--- config.mk ---
export PLATFORM = sky130hd
export DESIGN_NAME = frog_collision_ctrl
export DESIGN_NICKNAME = d
export VERILOG_FILES = /design/src/rtl/frog_collision_ctrl.sv
export SDC_FILE = /design/constraint.sdc
export NUM_CORES = 1
export LEC_CHECK = 0
export ABC_AREA = 1
export CAP_MARGIN = 5
export CORE_AREA = 2 2 206 208
export CTS_CLUSTER_DIAMETER = 50
export CTS_CLUSTER_SIZE = 24
export DETAILED_ROUTE_END_ITERATION = 10
export DIE_AREA = 0 0 208 210
export MAX_ROUTING_LAYER = met4
export SYNTH_ARGS = -nofsm -noshare
export SYNTH_HDL_FRONTEND = slang
export SYNTH_SLANG_ARGS = --single-unit
--- constraint.sdc ---
create_clock -name clk -period 3.1 [get_ports clk]
set_clock_uncertainty 0.15 [all_clocks]
set_input_delay 0.93 -clock clk [delete_from_list [all_inputs] [get_ports clk]]
set_output_delay 0.93 -clock clk [all_outputs]
set_load 0.1 [all_outputs]
--- src/rtl/frog_collision_ctrl.sv ---
// Frog game-state stage: hit/goal detection, lives, score, respawn pulse and game-over.
// Optional best-score tracking is enabled by defining FROG_HIGHSCORE_EN.
module frog_collision_ctrl #(
  parameter int unsigned LIVES    = 3,
  parameter int unsigned LIFE_W   = 2,
  parameter int unsigned SCORE_W  = 4,
  parameter int unsigned HIT_HOLD = 8
) (
  input  logic                  clk,
  input  logic                  reset,
  input  logic                  pause,
  input  logic                  restart,
  input  logic [15:0][15:0]     greenArray,
  input  logic [15:0][15:0]     redArray,
  output logic                  resetField,
  output logic                  hitActive,
  output logic [LIFE_W-1:0]     lives,
  output logic [SCORE_W-1:0]    score,
  output logic                  gameOver,
  output logic [SCORE_W-1:0]    highScore
);

  localparam logic [2:0] S_PLAY    = 3'd0;
  localparam logic [2:0] S_HIT     = 3'd1;
  localparam logic [2:0] S_RESPAWN = 3'd2;
  localparam logic [2:0] S_SETTLE  = 3'd3;
  localparam logic [2:0] S_OVER    = 3'd4;

  localparam int unsigned HC_W = (HIT_HOLD > 1) ? $clog2(HIT_HOLD) : 1;
  localparam logic [HC_W-1:0]   HC_LAST    = HC_W'(HIT_HOLD - 1);
  localparam logic [LIFE_W-1:0] LIVES_INIT = LIFE_W'(LIVES);

  logic [2:0]         r_state, w_next;
  logic [HC_W-1:0]    r_hold, w_hold_nx;
  logic [LIFE_W-1:0]  r_lives, w_lives_nx;
  logic [SCORE_W-1:0] r_score, w_score_nx;
  logic               r_respawn, r_hitActive, r_gameOver;
  logic               w_hit, w_goal;

  assign w_hit  = |(greenArray & redArray);
  assign w_goal = |greenArray[15];

  always_comb begin
    w_next     = r_state;
    w_hold_nx  = r_hold;
    w_lives_nx = r_lives;
    w_score_nx = r_score;
    case (r_state)
      S_PLAY: begin
        if (!pause) begin
          if (w_hit) begin
            w_next    = S_HIT;
            w_hold_nx = '0;
            if (r_lives != '0) w_lives_nx = r_lives - 1'b1;
          end else if (w_goal) begin
            w_next = S_RESPAWN;
            if (!(&r_score)) w_score_nx = r_score + 1'b1;
          end
        end
      end
      S_HIT: begin
        if (!pause) begin
          if (r_hold == HC_LAST) begin
            w_next    = (r_lives == '0) ? S_OVER : S_RESPAWN;
            w_hold_nx = '0;
          end else begin
            w_hold_nx = r_hold + 1'b1;
          end
        end
      end
      S_RESPAWN: if (!pause) w_next = S_SETTLE;
      S_SETTLE:  if (!pause) w_next = S_PLAY;
      S_OVER: begin
        if (restart) begin
          w_next     = S_RESPAWN;
          w_lives_nx = LIVES_INIT;
          w_score_nx = '0;
        end
      end
      default: w_next = S_PLAY;
    endcase
  end

  always_ff @(posedge clk or negedge reset) begin
    if (!reset) begin
      r_state     <= S_PLAY;
      r_hold      <= '0;
      r_lives     <= LIVES_INIT;
      r_score     <= '0;
      r_respawn   <= 1'b0;
      r_hitActive <= 1'b0;
      r_gameOver  <= 1'b0;
    end else begin
      r_state     <= w_next;
      r_hold      <= w_hold_nx;
      r_lives     <= w_lives_nx;
      r_score     <= w_score_nx;
      r_respawn   <= (w_next == S_RESPAWN);
      r_hitActive <= (w_next == S_HIT);
      r_gameOver  <= (w_next == S_OVER);
    end
  end

  // RESPAWN is held while paused, so the pulse lands on the first unpaused cycle.
  assign resetField = r_respawn & ~pause;
  assign hitActive  = r_hitActive;
  assign gameOver   = r_gameOver;
  assign lives      = r_lives;
  assign score      = r_score;

`ifdef FROG_HIGHSCORE_EN
  logic [SCORE_W-1:0] r_highScore;

  always_ff @(posedge clk or negedge reset) begin
    if (!reset) begin
      r_highScore <= '0;
    end else if (w_next == S_OVER && r_state != S_OVER && r_score > r_highScore) begin
      r_highScore <= r_score;
    end
  end

  assign highScore = r_highScore;
`else
  assign highScore = '0;
`endif

endmodule

-- Word-level counts from Yosys, hierarchy flattened
Cells that the tools add are included.
- bits in registers: 15
- latch bits: 0
- RAM bits: 0
- bits in read-only memories: 0
- input bits: 516
- logic and storage cells: 66
- memories kept: 0
- add/subtract/negate cells: 3
- multiply operators: 0
- divide/modulo/power cells: 0
- magnitude comparators: 0
- equal/unequal tests: 16
- shift-type cells: 0
- multiplexer cells: 26
- bitwise operators: 3
- reduce and logical (&&, ||, !) cells: 11
- operators with widths (kind ; number):
    256-bit AND ; 1
    256-bit OR reduction ; 1
    3-bit two-way mux ; 13
    4-bit two-way mux ; 5
    2-bit inequality test (second input constant) ; 8
    16-bit OR reduction ; 1
    3-bit case mux with 5 select lines ; 1
    3-bit by 2-bit equality test with 1-bit output (second input constant) ; 3
    3-bit equality test (second input constant) ; 3
    2-bit two-way mux ; 4
    4-bit case mux with 2 select lines ; 1
    4-bit AND reduction ; 2
    3-bit by 1-bit equality test with 1-bit output (second input constant) ; 2
    3-bit case mux with 2 select lines ; 1
    6-bit AND reduction ; 1
    2-bit nonzero test ; 3
    5-bit AND reduction ; 1
    4-bit by 1-bit adder with 4-bit output (second input constant) ; 1
    2-bit case mux with 2 select lines ; 1
    3-bit by 1-bit adder with 3-bit output (second input constant) ; 1
    3-bit logical NOT ; 1
    2-bit logical NOT ; 1
    2-bit by 1-bit subtractor with 2-bit output (second input constant) ; 1
    1-bit AND ; 1
    1-bit NOT ; 1

-- Logic depth before layout (Yosys ltp)
Gate-level depths: netlist of run 1.
- depth in word-level cells: 6
- depth in mapped cells: 13

-- Least setup slack after synthesis of run 1
No wires, ideal clock.
- path kind: input -> output
- start point: input pause
- end point: output resetField
- data arrival time: 2183 ps
- required time: 2020 ps
- path slack: -163 ps
- cell stages on the path: 1
- cell sequence: nor2_1
- longest elaborated chain between the ends: 2
- ends and longest elaborated chain (element ; RTL line ; RTL):
    from (decl) ; 11 ; input logic pause,
    1-bit NOT ; 105 ; assign resetField = r_respawn & ~pause;
    1-bit AND ; 105 ;
    to (decl) ; 15 ; output logic resetField,
No other way between the ends.

-- Final worst setup path of run 1
- start point: input greenArray[249] (netlist name)
- end point: register r_hitActive, in the netlist hitActive
- longest elaborated chain between the ends: 6
- elaborated cells between the ends (all ways): 8
- classes of those cells: eq/ne (1); mux (4); bitwise (1); reduce/logical (2)
- ends and longest elaborated chain (element ; RTL line ; RTL):
    from (decl) ; 13 ; input logic [15:0][15:0] greenArray,
    256-bit AND or 16-bit OR reduction (tied branches) ; 40, 41 ;
    256-bit OR reduction or 3-bit two-way mux (tied branches) ; 40, 55 ;
    3-bit two-way mux * ; 51 ; if (w_hit) begin
    3-bit two-way mux * ; 50 ; if (!pause) begin
    3-bit case mux with 5 select lines * ; 48 ; case (r_state)
    via w_next[0] ; 33 ; logic [2:0] r_state, w_next;
    3-bit by 1-bit equality test with 1-bit output * ; 99 ; r_hitActive <= (w_next == S_HIT);
    to (signal assigned) ; 99 ;
    to (decl) ; 37 ; logic r_respawn, r_hitActive, r_gameOver;
Mark *: on every way through the listed nets, which the timed path passes. The rest lies on a longest branch.
A chain may end at the register's enable or synchronous reset.

==> summary.md, run 1 <==
| Metric | Value |
|---|---|
| Outcome | `finished clean` |
| Yosys top cell area share | `57.62%` |
| Max Root-Sink Buffers | `2` |
| DP Wirelength | `23,970 microns` |
| PortBufs | `524` |
| Post-route insts no fill | `1,704` |
| # IOs | `529` |
| Setup Buffers After CTS | `0` |
| Die Wd | `208 microns` |
| Main synth FF type | `dfrtp_1` |
| Via-per-instance ratio | `3.377` |
| Hold EP | `lives[1]` |
| Avg Cell Area, Syn | `4.582 sq um` |
| Asr flop ratio synth | `100.0%` |
| Crit end category | `flip-flop` |
| DIE AREA | `43,680 sq um` |
| Root buf cell | `clkbuf_16` |
| Initial antenna violation count | `2` |
| Worst hold start | `lives[1]` |
| Dpl cells | `1,699` |
| RD Place Congestion | `1.004` |
| Worst-path clk slew | `0.05 ns` |
| Slew HR | `52.82%` |
| Reg2Reg Capture Point | `hitActive` |
| Max-cap violation count | `0` |
| Layout net count | `1,685` |
| Number of synthesized flops with an enable pin | `0` |
| Pre-CTS WS | `-0.08718 ns` |
| Detailed-route DRC error count | `0` |
| Vert. Die Dim | `210 microns` |
| Routed length per instance | `14.78 microns` |
| Initial Util | `7.005%` |
| Setup slack after layout | `0.2896 ns` |
| Cell area after synthesis | `2905 sq um` |
| Hold Path Class | `flip-flop to flip-flop` |
| Hold path cells | `2` |
| Post-CTS Resized | `0` |
| CTS Buf Count | `3` |
| Max H-tree Level | `1` |
| Crit path kind | `primary input to flip-flop` |
| Sequential area share after synthesis | `13.01%` |
| Worst-Skew Late Latency | `0.25 ns` |
| Vias in the first global route | `6,072` |
| Final hold slack | `0.3574 ns` |
| Yosys reg bits | `15` |
| Final Hold Violating Endpoints | `0` |
| Ys Warns | `0` |
| Crit path launch | `greenArray[249]` |
| Fmax | `355.8 MHz` |
| Synth top area cells | `nand2_1 (58%), nor2_1 (14%), dfrtp_1 (11%)` |
| Reg2Reg Depth | `9` |
| GRT Residual Overflow | `0` |
| Final Max Slew Viols | `0` |
| Maximum vdd drop | `0.2442 mV` |
| Post-synth top cells | `nand2_1 (446), nor2_1 (106), dfrtp_1 (13), inv_1 (13), nand3_1 (8)` |
| CTS Hold Bufs | `0` |
| RSZ-0062 raised after global routing | `false` |
| R2r setup slk | `1.24 ns` |
| Reg-to-reg startpoint | `r_hold[0]` |
| PD cells | `262.4 nW/um^2` |
| Worst-Margin Slew | `0.7054 ns` |
| Leak pwr | `0.003966 uW` |
| Initial DRC Count | `171` |
| Tmin final | `2.810 ns` |
| Critical path fanouts, max | `5` |
| Largest net degree at the start of global routing | `16` |
| Layout cells sized above 1 | `3.265%` |
| TritonCTS clock tree | `done` |
| CP Launch Type | `primary input` |
| Final core occ | `21.48%` |
| First-pass GRT wire length | `35,290 microns` |
| Critical path data required time | `3.08 ns` |
| Final TNS setup | `0 ns` |
| Layout area overhead | `206.7%` |
| Global-route usage over all layers | `11.24%` |
| Post-route ant nets | `0` |
| Clk sinks | `15` |
| Drt pass-1 iters | `4` |
| Setup violators final | `0` |
| Core area | `41,480 sq um` |
| Total Routed Length | `25,190 microns` |
| Row cnt | `75` |
| Cell taking the most area after synthesis | `nand2_1` |
| Most frequent cell after synthesis | `nand2_1` |
| Vias post-DR | `5,754` |
| Distinct cell type count of the synthesized netlist | `29` |
| Arr. time, crit path | `2.80 ns` |
| Mapped Cells | `634` |
| Period utilisation layout | `90.66%` |
==> state kept, by name, indices dropped and copies added, names as in the netlist <==
register	flops
score	4
r_hold	3
r_state	3
lives	2
gameOver	1
hitActive	1
r_respawn	1
==> power breakdown <==
group | total [uW] | internal, uW | switching [uW]
Sequential | 356 | 285 | 70.8
Clock | 251 | 174 | 77.3
Combinational | 1730 | 863 | 869
==> routing by layer <==
metal / vias up / global-route usage [%] / wire length, microns
li1: 2987 / - / -
met1: 2363 / 11.29 / 9128
met2: 373 / 21.33 / 13010
met3: 31 / 2.592 / 2200
met4: 0 / 3.766 / 856
met5: - / - / 0
==> layout by cell type, fill, tap and decap left out, drive strengths merged <==
cell type | netlist | layout
or2 | 3 | 3
dfrtp | 13 | 13
nand4 | 2 | 2
o32ai | 2 | 2
ha | 4 | 4
o31ai | 1 | 1
xor2 | 2 | 2
nor3 | 3 | 3
diode | 0 | 1
nand2 | 450 | 450
clkbuf | 0 | 4
conb | 1 | 4
a22oi | 1 | 1
o21ai | 8 | 8
a21oi | 1 | 1
dlymetal6s2s | 0 | 1
buf | 4 | 12
nand3 | 8 | 8
nor2 | 109 | 109
nor4 | 1 | 1
clkdlybuf4s50 | 0 | 514
a211oi | 2 | 2
inv | 17 | 17
dfstp | 2 | 2
==> cells by family (layout without fill, tap and decap cells) <==
kind of cell / after synthesis / count (layout) / share of synthesized area, %
and+or+nand+nor: 576 / 576 / 77.30
other: 1 / 5 / 0.1291
xor gates and xnor gates: 2 / 2 / 0.6030
AOI/OAI and AO/OA: 15 / 15 / 3.919
adders and majority gates: 4 / 4 / 1.723
buffers and inverters: 21 / 548 / 3.316
DFF: 15 / 15 / 13.01
==> cell type report <==
class | instances | area, sq um
antenna | 1 | 2.502
clock buffer | 4 | 78.83
fill | 4702 | 32570
inverter | 17 | 66.31
multi-input combinational | 601 | 2450
sequential | 15 | 377.9
tap | 539 | 674.4
timing repair buffer | 527 | 5260
==> critical path, cell delays in order <==
cell and delay [ns]:
clkdlybuf4s50_1 0.57, nand2_1 0.12, nand2_1 0.06, nor2_1 0.08
nand2_1 0.06, nor2_1 0.08, nand2_1 0.05, nor2_1 0.10
buf_4 0.13, nand2_1 0.10, nor2_1 0.17, or2_4 0.17
nand2_2 0.07, inv_1 0.06, nor2_1 0.05
==> through the flow <==
stage / total power, uW / cell area, sq um
after global routing: 2510 / 8910
after CTS: 2361 / 8900
after detailed placement: 2101 / 8821
final: 2338 / 8910
after floorplan: 1192 / 2919
after global placement: 2084 / 8821
==> worst max path at each step <==
stage,to,cells after the start
2_1_floorplan,resetField,1
3_3_place_gp,hitActive,14
3_5_place_dp,hitActive,14
4_1_cts,hitActive,14
5_1_grt,lives[0],14
6_report,hitActive,15
Power figures use the tool's default switching activity.
==> inputs of run 2 (changes only) <==
--- a/config.mk
+++ b/config.mk
@@ -9,9 +9,9 @@
 export CAP_MARGIN = 5
 export CORE_AREA = 2 2 206 208
 export CTS_CLUSTER_DIAMETER = 50
-export CTS_CLUSTER_SIZE = 24
 export DETAILED_ROUTE_END_ITERATION = 10
 export DIE_AREA = 0 0 208 210
+export HOLD_SLACK_MARGIN = 0.03
 export MAX_ROUTING_LAYER = met4
 export SYNTH_ARGS = -nofsm -noshare
 export SYNTH_HDL_FRONTEND = slang
==> results of run 2 <==
Final layout, timing and power as in run 1 (identical DEF).
